<file path="config.mk">
export PLATFORM = sky130hd
export DESIGN_NAME = sdcard_loader
export DESIGN_NICKNAME = d
export VERILOG_FILES = /design/src/rtl/sdcard_loader.sv
export SDC_FILE = /design/constraint.sdc
export NUM_CORES = 1
export LEC_CHECK = 0
export BUFFER_PORTS_ARGS = -buffer_cell sky130_fd_sc_hd__buf_2
export CORE_MARGIN = 1
export CORE_UTILIZATION = 40
export DETAILED_ROUTE_END_ITERATION = 8
export SYNTH_ARGS = -nofsm -noshare
export SYNTH_HDL_FRONTEND = slang
export SYNTH_SLANG_ARGS = --single-unit
</file>
<file path="constraint.sdc">
create_clock -name clk -period 2.76 [get_ports clk]
set_input_delay 0.552 -clock clk [delete_from_list [all_inputs] [get_ports clk]]
set_output_delay 0.552 -clock clk [all_outputs]
set_load 0.05 [all_outputs]
</file>
<file path="src/rtl/sdcard_loader.sv">
// Boot-time copier: reads consecutive SD sectors byte by byte, packs them little-endian
// into 32-bit words and writes them to RAM through a valid/ready handshake.
module sdcard_loader #(
  parameter logic [31:0] StartSector = 32'd0,
  parameter int unsigned SectorCount = 8,
  parameter logic [31:0] DestAddress = 32'h0000_0000
) (
  input  logic        clk,
  input  logic        rst_n,
  input  logic        start,
  output logic        busy,
  output logic        done,
  output logic [1:0]  sd_command,
  output logic [31:0] sd_sector,
  input  logic [7:0]  sd_data,
  input  logic        sd_busy,
  output logic        mem_enable,
  output logic [31:0] mem_address,
  output logic [31:0] mem_data,
  input  logic        mem_ready
);

  typedef enum logic [2:0] {
    ST_IDLE        = 3'd0,
    ST_WAIT_CARD   = 3'd1,
    ST_START_READ  = 3'd2,
    ST_WAIT_READ   = 3'd3,
    ST_READ_BYTE   = 3'd4,
    ST_WRITE_WORD  = 3'd5,
    ST_NEXT_SECTOR = 3'd6
  } state_t;

  localparam logic [31:0] LastSector = 32'(SectorCount - 1);

  state_t      state_r, state_s;
  logic        busy_r, busy_s;
  logic        done_r, done_s;
  logic [1:0]  sd_command_r, sd_command_s;
  logic [31:0] sd_sector_r, sd_sector_s;
  logic        mem_enable_r, mem_enable_s;
  logic [31:0] mem_address_r, mem_address_s;
  logic [31:0] mem_data_r, mem_data_s;
  logic [8:0]  byte_cnt_r, byte_cnt_s;
  logic [31:0] sector_cnt_r, sector_cnt_s;

  assign busy        = busy_r;
  assign done        = done_r;
  assign sd_command  = sd_command_r;
  assign sd_sector   = sd_sector_r;
  assign mem_enable  = mem_enable_r;
  assign mem_address = mem_address_r;
  assign mem_data    = mem_data_r;

  // State register and registered outputs
  always_ff @(posedge clk) begin
    if (!rst_n) begin
      state_r       <= ST_IDLE;
      busy_r        <= 1'b0;
      done_r        <= 1'b0;
      sd_command_r  <= 2'd0;
      sd_sector_r   <= 32'd0;
      mem_enable_r  <= 1'b0;
      mem_address_r <= DestAddress;
      mem_data_r    <= 32'd0;
      byte_cnt_r    <= 9'd0;
      sector_cnt_r  <= 32'd0;
    end else begin
      state_r       <= state_s;
      busy_r        <= busy_s;
      done_r        <= done_s;
      sd_command_r  <= sd_command_s;
      sd_sector_r   <= sd_sector_s;
      mem_enable_r  <= mem_enable_s;
      mem_address_r <= mem_address_s;
      mem_data_r    <= mem_data_s;
      byte_cnt_r    <= byte_cnt_s;
      sector_cnt_r  <= sector_cnt_s;
    end
  end

  // Next-state logic; outputs are computed from the next state so they line up with it
  always_comb begin
    state_s       = state_r;
    busy_s        = busy_r;
    done_s        = 1'b0;
    sd_command_s  = 2'd0;
    sd_sector_s   = sd_sector_r;
    mem_enable_s  = 1'b0;
    mem_address_s = mem_address_r;
    mem_data_s    = mem_data_r;
    byte_cnt_s    = byte_cnt_r;
    sector_cnt_s  = sector_cnt_r;

    case (state_r)
      ST_IDLE: begin
        if (start) begin
          state_s       = ST_WAIT_CARD;
          busy_s        = 1'b1;
          sector_cnt_s  = 32'd0;
          mem_address_s = DestAddress;
        end else begin
          state_s = ST_IDLE;
        end
      end
      ST_WAIT_CARD: begin
        if (!sd_busy) begin
          state_s = ST_START_READ;
        end else begin
          state_s = ST_WAIT_CARD;
        end
      end
      ST_START_READ: begin
        byte_cnt_s = 9'd0;
        state_s    = ST_WAIT_READ;
      end
      ST_WAIT_READ: begin
        if (!sd_busy) begin
          state_s = ST_READ_BYTE;
        end else begin
          state_s = ST_WAIT_READ;
        end
      end
      ST_READ_BYTE: begin
        case (byte_cnt_r[1:0])
          2'd0:    mem_data_s[7:0]   = sd_data;
          2'd1:    mem_data_s[15:8]  = sd_data;
          2'd2:    mem_data_s[23:16] = sd_data;
          2'd3:    mem_data_s[31:24] = sd_data;
          default: mem_data_s        = mem_data_r;
        endcase
        byte_cnt_s = byte_cnt_r + 9'd1;
        if (byte_cnt_r[1:0] == 2'd3) begin
          state_s = ST_WRITE_WORD;
        end else begin
          state_s = ST_READ_BYTE;
        end
      end
      ST_WRITE_WORD: begin
        if (mem_ready) begin
          mem_address_s = mem_address_r + 32'd4;
          // byte counter wrapped to zero means all 512 bytes of the sector are out
          if (byte_cnt_r == 9'd0) begin
            state_s = ST_NEXT_SECTOR;
            if (sector_cnt_r == LastSector) begin
              done_s = 1'b1;
              busy_s = 1'b0;
            end else begin
              done_s = 1'b0;
            end
          end else begin
            state_s = ST_READ_BYTE;
          end
        end else begin
          state_s = ST_WRITE_WORD;
        end
      end
      ST_NEXT_SECTOR: begin
        if (sector_cnt_r == LastSector) begin
          state_s = ST_IDLE;
        end else begin
          sector_cnt_s = sector_cnt_r + 32'd1;
          state_s      = ST_START_READ;
        end
      end
      default: begin
        state_s = ST_IDLE;
        busy_s  = 1'b0;
      end
    endcase

    case (state_s)
      ST_START_READ: begin
        sd_command_s = 2'd1;
        sd_sector_s  = StartSector + sector_cnt_s;
      end
      ST_READ_BYTE:  sd_command_s = 2'd2;
      ST_WRITE_WORD: mem_enable_s = 1'b1;
      default:       sd_command_s = 2'd0;
    endcase
  end

endmodule

</file>
Word level (Yosys, flattened, before mapping). Index checks and enable logic that the tools add are counted. W data, S select, Z words.

Equal/unequal tests: 17. Bitwise logic cells: 1. Add/subtract/negate cells: 3. Reduce and logical (&&, ||, !) cells: 13. Multiplexer cells: 23.

Operators with widths (number): $mux W32 (4); $pmux W32 S2 (2); $add A32 B1 Y32 const B (1); $add A32 B3 Y32 const B (1); $eq A32 B3 Y1 const B (1); $pmux W3 S7 (1); $pmux W9 S2 (1); $eq A3 B3 Y1 const B (5); $add A9 B1 Y9 const B (1); $eq A3 B2 Y1 const B (3); $logic_not A9 Y1 (1); $mux W1 (8); $ne A2 B2 Y1 const B (4); $reduce_and A2 Y1 (4); $mux W2 (3); $mux W3 (2); $reduce_and A5 Y1 (1); $reduce_or A5 Y1 (1); $eq A2 B2 Y1 const B (2); $pmux W2 S2 (1); $reduce_and A4 Y1 (1); $reduce_bool A2 Y1 (2); $eq A3 B1 Y1 const B (1); $logic_not A3 Y1 (1); 5 further kinds (5).

Logic and storage cells: 70. Register bits: 145. Output and inout port bits: 101.

Depth between registers and ports, before layout. Gate-level depths: netlist (run 1).

Depth after elaboration: 6. Mapped depth: 11. Mapped depth without buffers: 8.

Worst setup path after synthesis (run 1). OpenSTA, ideal clock, no wires.

Path kind: register to register. Start point: register mem_address_r[13], in the netlist mem_address[13]. End point: register mem_address_r[31], in the netlist mem_address[31]. Clock period less this slack: 2.242 ns. Cell stages (with the launch flop): 8. Library setup time: 0.116 ns. Path slack: 0.518 ns. Buffers on the path: 1. Arrival: 2.126 ns. Data required time: 2.644 ns. Cell sequence: dfxtp_1 -> and4_1 -> clkbuf_1 -> and3_1 -> and3_4 -> or3b_1 -> xor2_1 -> nor2_2.

Word-level cells in the longest chain between the ends: 3.

Ends and longest elaborated chain: start, declared (line 41) `logic [31:0] mem_address_r, mem_address_s;`; start signal, assigned (line 63) `mem_address_r <= DestAddress;`; start signal, assigned (line 74) `mem_address_r <= mem_address_s;`; $add A32 B3 Y32 (line 140) `mem_address_s = mem_address_r + 32'd4;`; $mux W32 (line 139) `if (mem_ready) begin`; $pmux W32 S2 (line 94) `case (state_r)`.

Every way passes these cells. The select of a mux whose other input is x is not followed. A chain may end at the register's enable or synchronous reset.

Worst setup path in the final report (run 1).
Start point: register state_r[1]. End point: register sd_sector_r[11], in the netlist sd_sector[11].

Word-level cells in the longest chain between the ends: 3.

Ends and longest elaborated chain: start, declared (line 35) `state_t state_r, state_s;`; start signal, assigned (line 68) `state_r <= state_s;`; $eq A3 B3 Y1, or another cell as far along (line 94); $pmux W3 S7 (line 94); $eq A3 B2 Y1 (line 171) `case (state_s)`; end signal, assigned (line 72) `sd_sector_r <= sd_sector_s;`; end, declared (line 39) `logic [31:0] sd_sector_r, sd_sector_s;`.

Several ways; a longest one is shown, not always the timed one.

==> metrics, run 1 <==
Pleak 3.25 nW; # rows 46; Async SR Flop Fraction 0%; clock-pin slew on the worst setup and hold paths 0.06 ns; synth warn 0; die height 129 um; CP endpoint kind flip-flop; WHS Endpoint mem_data[24]; port bufs 111; number of max-cap violations 0; Hold Buf Count CTS 0; htree depth 4; Layout Nets 837; I/O pin cnt 114; reg-to-reg endpoint sd_sector[11]; WS Path Type reg -> reg; maximum number of pins on one net before global-route repair 57; total negative setup slack 0 ns; synthesized area 6450 um^2; Num CTS Buffers 17; maximum root-to-sink buffer count 2; Worst R2R Start state_r[1]; max_slew headroom 63.7%; Die X 129 um; post-synthesis sequential area ratio 44.4%; final worst clock skew 0.0197 ns; Routed Antenna Nets 0; hold path cells 3; r2r setup slk 0.47 ns; layout cells sized above 1 21.4%; Filler cells 1548; type of origin of the critical path flip-flop; number of flops mapped to enable cells by yosys 0; Final Max Slew Viols 0; r2r worst-path depth 6; number of post-CTS setup repair buffers 0; post-synthesis cell count 720; vias in the first global route 4871; Starting Density 40.8%; status finished clean; Worst Max-Slew Pin Slew 0.543 ns; Synth Register Bits 143; global-route wire length before repair 24000 um; root buffer cell clkbuf_16; vias 5241; Tot Pwr 0.00487 W; All-Layer GR Usage 18.5%; routability cong. 0.830; final core utilization 48.9%; hold_sp sd_data[0]; CP arrival 2.64 ns; DP Wirelength 10700 um; Synth top area share 44.4%; Remaining DRCs 0; Hold Fails Final Rpt 0; Max rail drop VDD 0.000423 V; number of setup violations in the final report 0; dpl cell area 7140 um^2; P per Cell Area 629 nW/um^2; DR pass1 iterations 4; GRT Residual Overflow 0; total die area 16600 um^2; Mean Syn Cell Area 8.96 um^2; fin crit share 83.0%; FMAX 436 MHz; Avg Vias per Cell 5.01; CORE AREA 15800 um^2; Cell variety after synth 70; initial antenna violation count 0; ranking of synthesized cells by area dfxtp_1 (44%), nand2_1 (7.2%), a21boi_0 (4.0%); worst-skew pair later-pin latency 0.43 ns; area leader, netlist dfxtp_1; CP Data Required Time 3.11 ns; post-CTS resize count 0; RSZ-0062 raised after global routing false; DRT Wirelength 14600 um; final non-filler cell area 7740 um^2; Area Overhead vs Synth 19.9%; Hold Path Class in -> reg; CTS tree built; wire per inst 14.0 um; ANT cells 0; worst-path fanout max 16; crit path time final 2.29 ns; DRC marker count from the first detailed-route iteration 260; main flop type after synthesis dfxtp_1; clock sinks 143
final cells by class:
type	instances	area (um^2)	share of cell area (%)
multi-input combinational	527	3340	43.1
sequential	143	2860	37.0
timing repair buffer	120	636	8.21
clock buffer	22	464	6.00
tap	216	270	3.49
clock inverter	9	134	1.73
inverter	9	33.8	0.437
logic make-up after synthesis:
logic type | after synthesis | synth area share [%]
compound gates | 106 | 11.9
xor+xnor | 29 | 3.94
fa+ha+maj | 6 | 1.16
buf+inv | 51 | 3.96
flops | 143 | 44.4
mux | 33 | 5.31
other cells | 1 | 0.0581
simple gates | 351 | 29.3
Yosys cell counts (10+ instances only):
master	n
xor2_1	23
mux2i_1	23
o21ai_0	20
dfxtp_1	143
a21oi_1	15
nand4_1	22
nand3_1	30
nor2b_1	37
and3_1	16
a21boi_0	34
o211a_1	10
nand2_1	124
nor2_1	42
mux2_2	10
and2_1	28
clkbuf_1	23
cell usage in the layout (no fill, tap or decap), types with 3 or more instances in the layout:
cell type	instances
a21oi_1	15
o211ai_1	6
clkbuf_1	3
nor2_1	42
buf_4	8
and4_1	4
dfxtp_1	143
buf_2	111
nor2b_1	37
o211a_1	10
nand4_1	22
a21boi_0	34
xnor2_1	6
nor3_1	3
xor2_1	23
nand3_1	30
ha_1	6
and3_1	16
o21ai_0	20
inv_1	9
bufinv_16	3
or3_1	6
mux2i_1	23
and2_1	28
clkbuf_16	17
nand2_1	124
mux2_2	10
nor4_2	3
nor4_1	8
report_power, final:
group          leakage [nW]  switching (W)  internal, W
combinational          1.81       0.000288     0.000118
clock                 0.291       0.000854      0.00147
sequential             1.15      0.0000325      0.00211
worst max-delay path, cell delays in order, from the launching register on:
cell      delay, ns
dfxtp_1        0.66
nand3b_4       0.24
nor4_4         0.50
nand3_1        0.15
xor2_1         0.17
or3b_1         0.35
a21boi_1       0.13
flip-flops by register name, indices dropped and copies added (netlist names), 2 cells and up:
register and cells:
byte_cnt_r 9, mem_address 30, mem_data 32, sd_command 2, sd_sector 32, sector_cnt_r 32, state_r 3
per-layer routing:
layer	vias to the layer above	global-route usage, %	wire, um
met5	-	0	0
met4	0	5.54	127
met3	11	4.62	648
met2	117	30.2	6840
met1	2432	24.0	7000
li1	2681	-	-
per-stage QoR:
| stage | hold WS [ns] | worst slack, ns | std cells |
|---|---|---|---|
| global placement | 0.440 | 0.479 | 1015 |
| global route | 0.425 | 0.267 | 1046 |
| detailed placement | 0.447 | 0.454 | 1015 |
| floorplan | 0.463 | 0.518 | 721 |
| finish | 0.415 | 0.468 | 1046 |
| CTS | 0.408 | 0.459 | 1046 |
how the worst max path moves through the flow:
stage          slack, ns       startpoint  cells after the start              end
2_1_floorplan       0.52  mem_address[13]                      7  mem_address[31]
3_3_place_gp        0.48            start                      7  mem_address[26]
3_5_place_dp        0.45            start                      7  mem_address[28]
4_1_cts             0.46       state_r[1]                      6    sd_sector[11]
5_1_grt             0.27       state_r[1]                      6    sd_sector[25]
6_report            0.47       state_r[1]                      6    sd_sector[11]
Power figures use the tool's default switching activity.
==> run 2: changes to the inputs <==
- clock period: 2.76 -> 2.2 ns (I/O delays scaled with it)
==> run 2 against run 1 <==
- routed wire length grew 2.4%
- sequential cell count is the same
- clock skew shrank 0.011 ns
- critical endpoint is now sd_sector[23]
- total power grew 27%
- via count grew 3.1%
- combinational power grew 37%
- core utilization grew 1.5 points
- maximum frequency grew 11%
- final area grew 3.1%
- largest cell class unchanged
- critical path type unchanged
- final cell count grew 2.0%
- count of clock-buffer cells in the layout is the same
- die area is the same
==> metrics, run 2 (synthesis results as in run 1) <==
DRT Wirelength 15000 um; DR pass1 iterations 4; vias 5405; final core utilization 50.4%; Worst Max-Slew Pin Slew 0.595 ns; reg-to-reg endpoint sd_sector[23]; CORE AREA 15800 um^2; Multi-input gate area 3350 um^2; crit path time final 2.07 ns; final non-filler cell area 7980 um^2; most frequent cells in the layout dfxtp_1 (140), nand2_1 (124), buf_2 (111), nor2_1 (42), nor2b_1 (37); CP Data Required Time 2.51 ns; worst path bufs/invs 2; clock sinks 143; WS Path Type reg -> reg; clock-pin slew on the worst setup and hold paths 0.06 ns; vias in the first global route 4953; slowest cell delay on critical path 0.31 ns; Area Overhead vs Synth 23.6%; Crit path max-delay family simple AND/OR/NAND/NOR gates; Die X 129 um; Hold Path Class in -> reg; die height 129 um; worst-skew pair later-pin latency 0.42 ns; Remaining DRCs 0; Worst path depth 9; layout cells sized above 1 24.2%; Max rail drop VDD 0.000555 V; Avg Vias per Cell 5.07; GRT Residual Overflow 0; CP arrival 2.38 ns; DP Worst Slack 0.0725 ns; initial antenna violation count 0; type of origin of the critical path flip-flop; WHS Endpoint mem_data[29]; dpl cell area 7350 um^2; fin crit share 94.2%; max_slew headroom 60.3%; wire per inst 14.0 um; total negative setup slack 0 ns; worst-path fanout max 30; DRC marker count from the first detailed-route iteration 287; Slowest-stage cell, CP dfxtp_1; status finished clean; Num CTS Buffers 17; commonest non-fill, non-tap cell in the layout dfxtp_1; GR Util met1 24.8%; Filler cells 1505; Final Max Slew Viols 0; number of max-cap violations 0; P per Cell Area 778 nW/um^2; global-route wire length before repair 24600 um; RSZ-0062 raised after global routing false; number of setup violations in the final report 0; htree depth 4; root buffer cell clkbuf_16; Routed Antenna Nets 0; # rows 46; Worst R2R Start byte_cnt_r[0]; most used routing layer met2; Starting Density 40.8%; Finished Layout Cells 1067; met3 Resource Use GR 4.82%; r2r setup slk 0.13 ns; FMAX 482 MHz; final worst clock skew 0.00910 ns; hold path cells 3; hold_sp sd_data[5]; cell total after placement 1036; r2r worst-path depth 9; CP endpoint kind flip-flop; crit-path cells inv_1 -> ha_1 -> nor4b_1 -> nand2_1 -> o22ai_1 -> a21bo_2 -> buf_12 -> mux2i_1 -> nor2b_1; register area 2870 um^2; DP Wirelength 11000 um; CTS tree built; maximum number of pins on one net before global-route repair 36; total die area 16600 um^2; Pleak 3.38 nW; Layout Nets 858; Worst Slack Setup Final 0.127 ns; Hold Fails Final Rpt 0; maximum root-to-sink buffer count 2; All-Layer GR Usage 18.9%; routability cong. 0.866; I/O pin cnt 114; met2 usage 30.0%; port bufs 111; ANT cells 0
## run 2: cell types whose count changed in the layout (fill, tap and decap cells not counted), moves of 2 or more
cell / previous run / this run
dfxtp_1: 143 / 140
buf_4: 8 / 25
dfxtp_2: 0 / 3
clkbuf_8: 2 / 4
clkbuf_1: 3 / 1
buf_12: 1 / 5
## run 2: worst reg2reg max path, delay by kind of cell (launching register included)
family / cells / cell delay [ns]
AOI/OAI and AO/OA: 2 / 0.47
adders and majority gates: 1 / 0.22
DFF: 1 / 0.31
muxes: 1 / 0.22
and+or+nand+nor: 3 / 0.48
buffers and inverters: 2 / 0.26
## run 2: final cells by class
| class | instances | share of cell area [%] |
|---|---|---|
| multi-input combinational | 527 | 41.9 |
| timing repair buffer | 141 | 10.6 |
| clock inverter | 9 | 1.66 |
| inverter | 9 | 0.424 |
| clock buffer | 22 | 6.07 |
| sequential | 143 | 35.9 |
| tap | 216 | 3.39 |
## run 2: how the worst max path moves through the flow
| stage | slack [ns] | from | endpoint |
|---|---|---|---|
| finish | 0.13 | byte_cnt_r[0] | sd_sector[23] |
| global route | 0.002 | byte_cnt_r[0] | sd_sector[23] |
| detailed placement | 0.07 | start | mem_address[24] |
| global placement | 0.13 | sector_cnt_r[1] | sd_sector[2] |
| CTS | 0.08 | state_r[0] | mem_address[24] |
| floorplan | 0.002 | mem_address[15] | mem_address[31] |
## run 2: per-stage QoR
| stage | total power (W) | hold WS, ns |
|---|---|---|
| floorplan | 0.00315 | 0.463 |
| global placement | 0.00329 | 0.444 |
| detailed placement | 0.00329 | 0.453 |
| CTS | 0.00628 | 0.305 |
| global route | 0.00644 | 0.319 |
| finish | 0.00620 | 0.324 |
## run 2: repair_timing
item	4_1_cts	5_1_grt
setup endpoints to repair	0	12
gates resized for setup	0	3
buffers inserted	0	0
hold buffers	0	0
## run 2: power by group
group	switching (W)	total, W	internal [W]
combinational	0.000377	0.000556	0.000179
clock	0.00107	0.00296	0.00190
sequential	0.0000383	0.00268	0.00264
## run 2: layer usage
layer  routed length (um)  share of wire [%]
met5                    0                  0
met4                  233                1.6
met1                 7120                 48
met3                  677                4.5
met2                 6930                 46
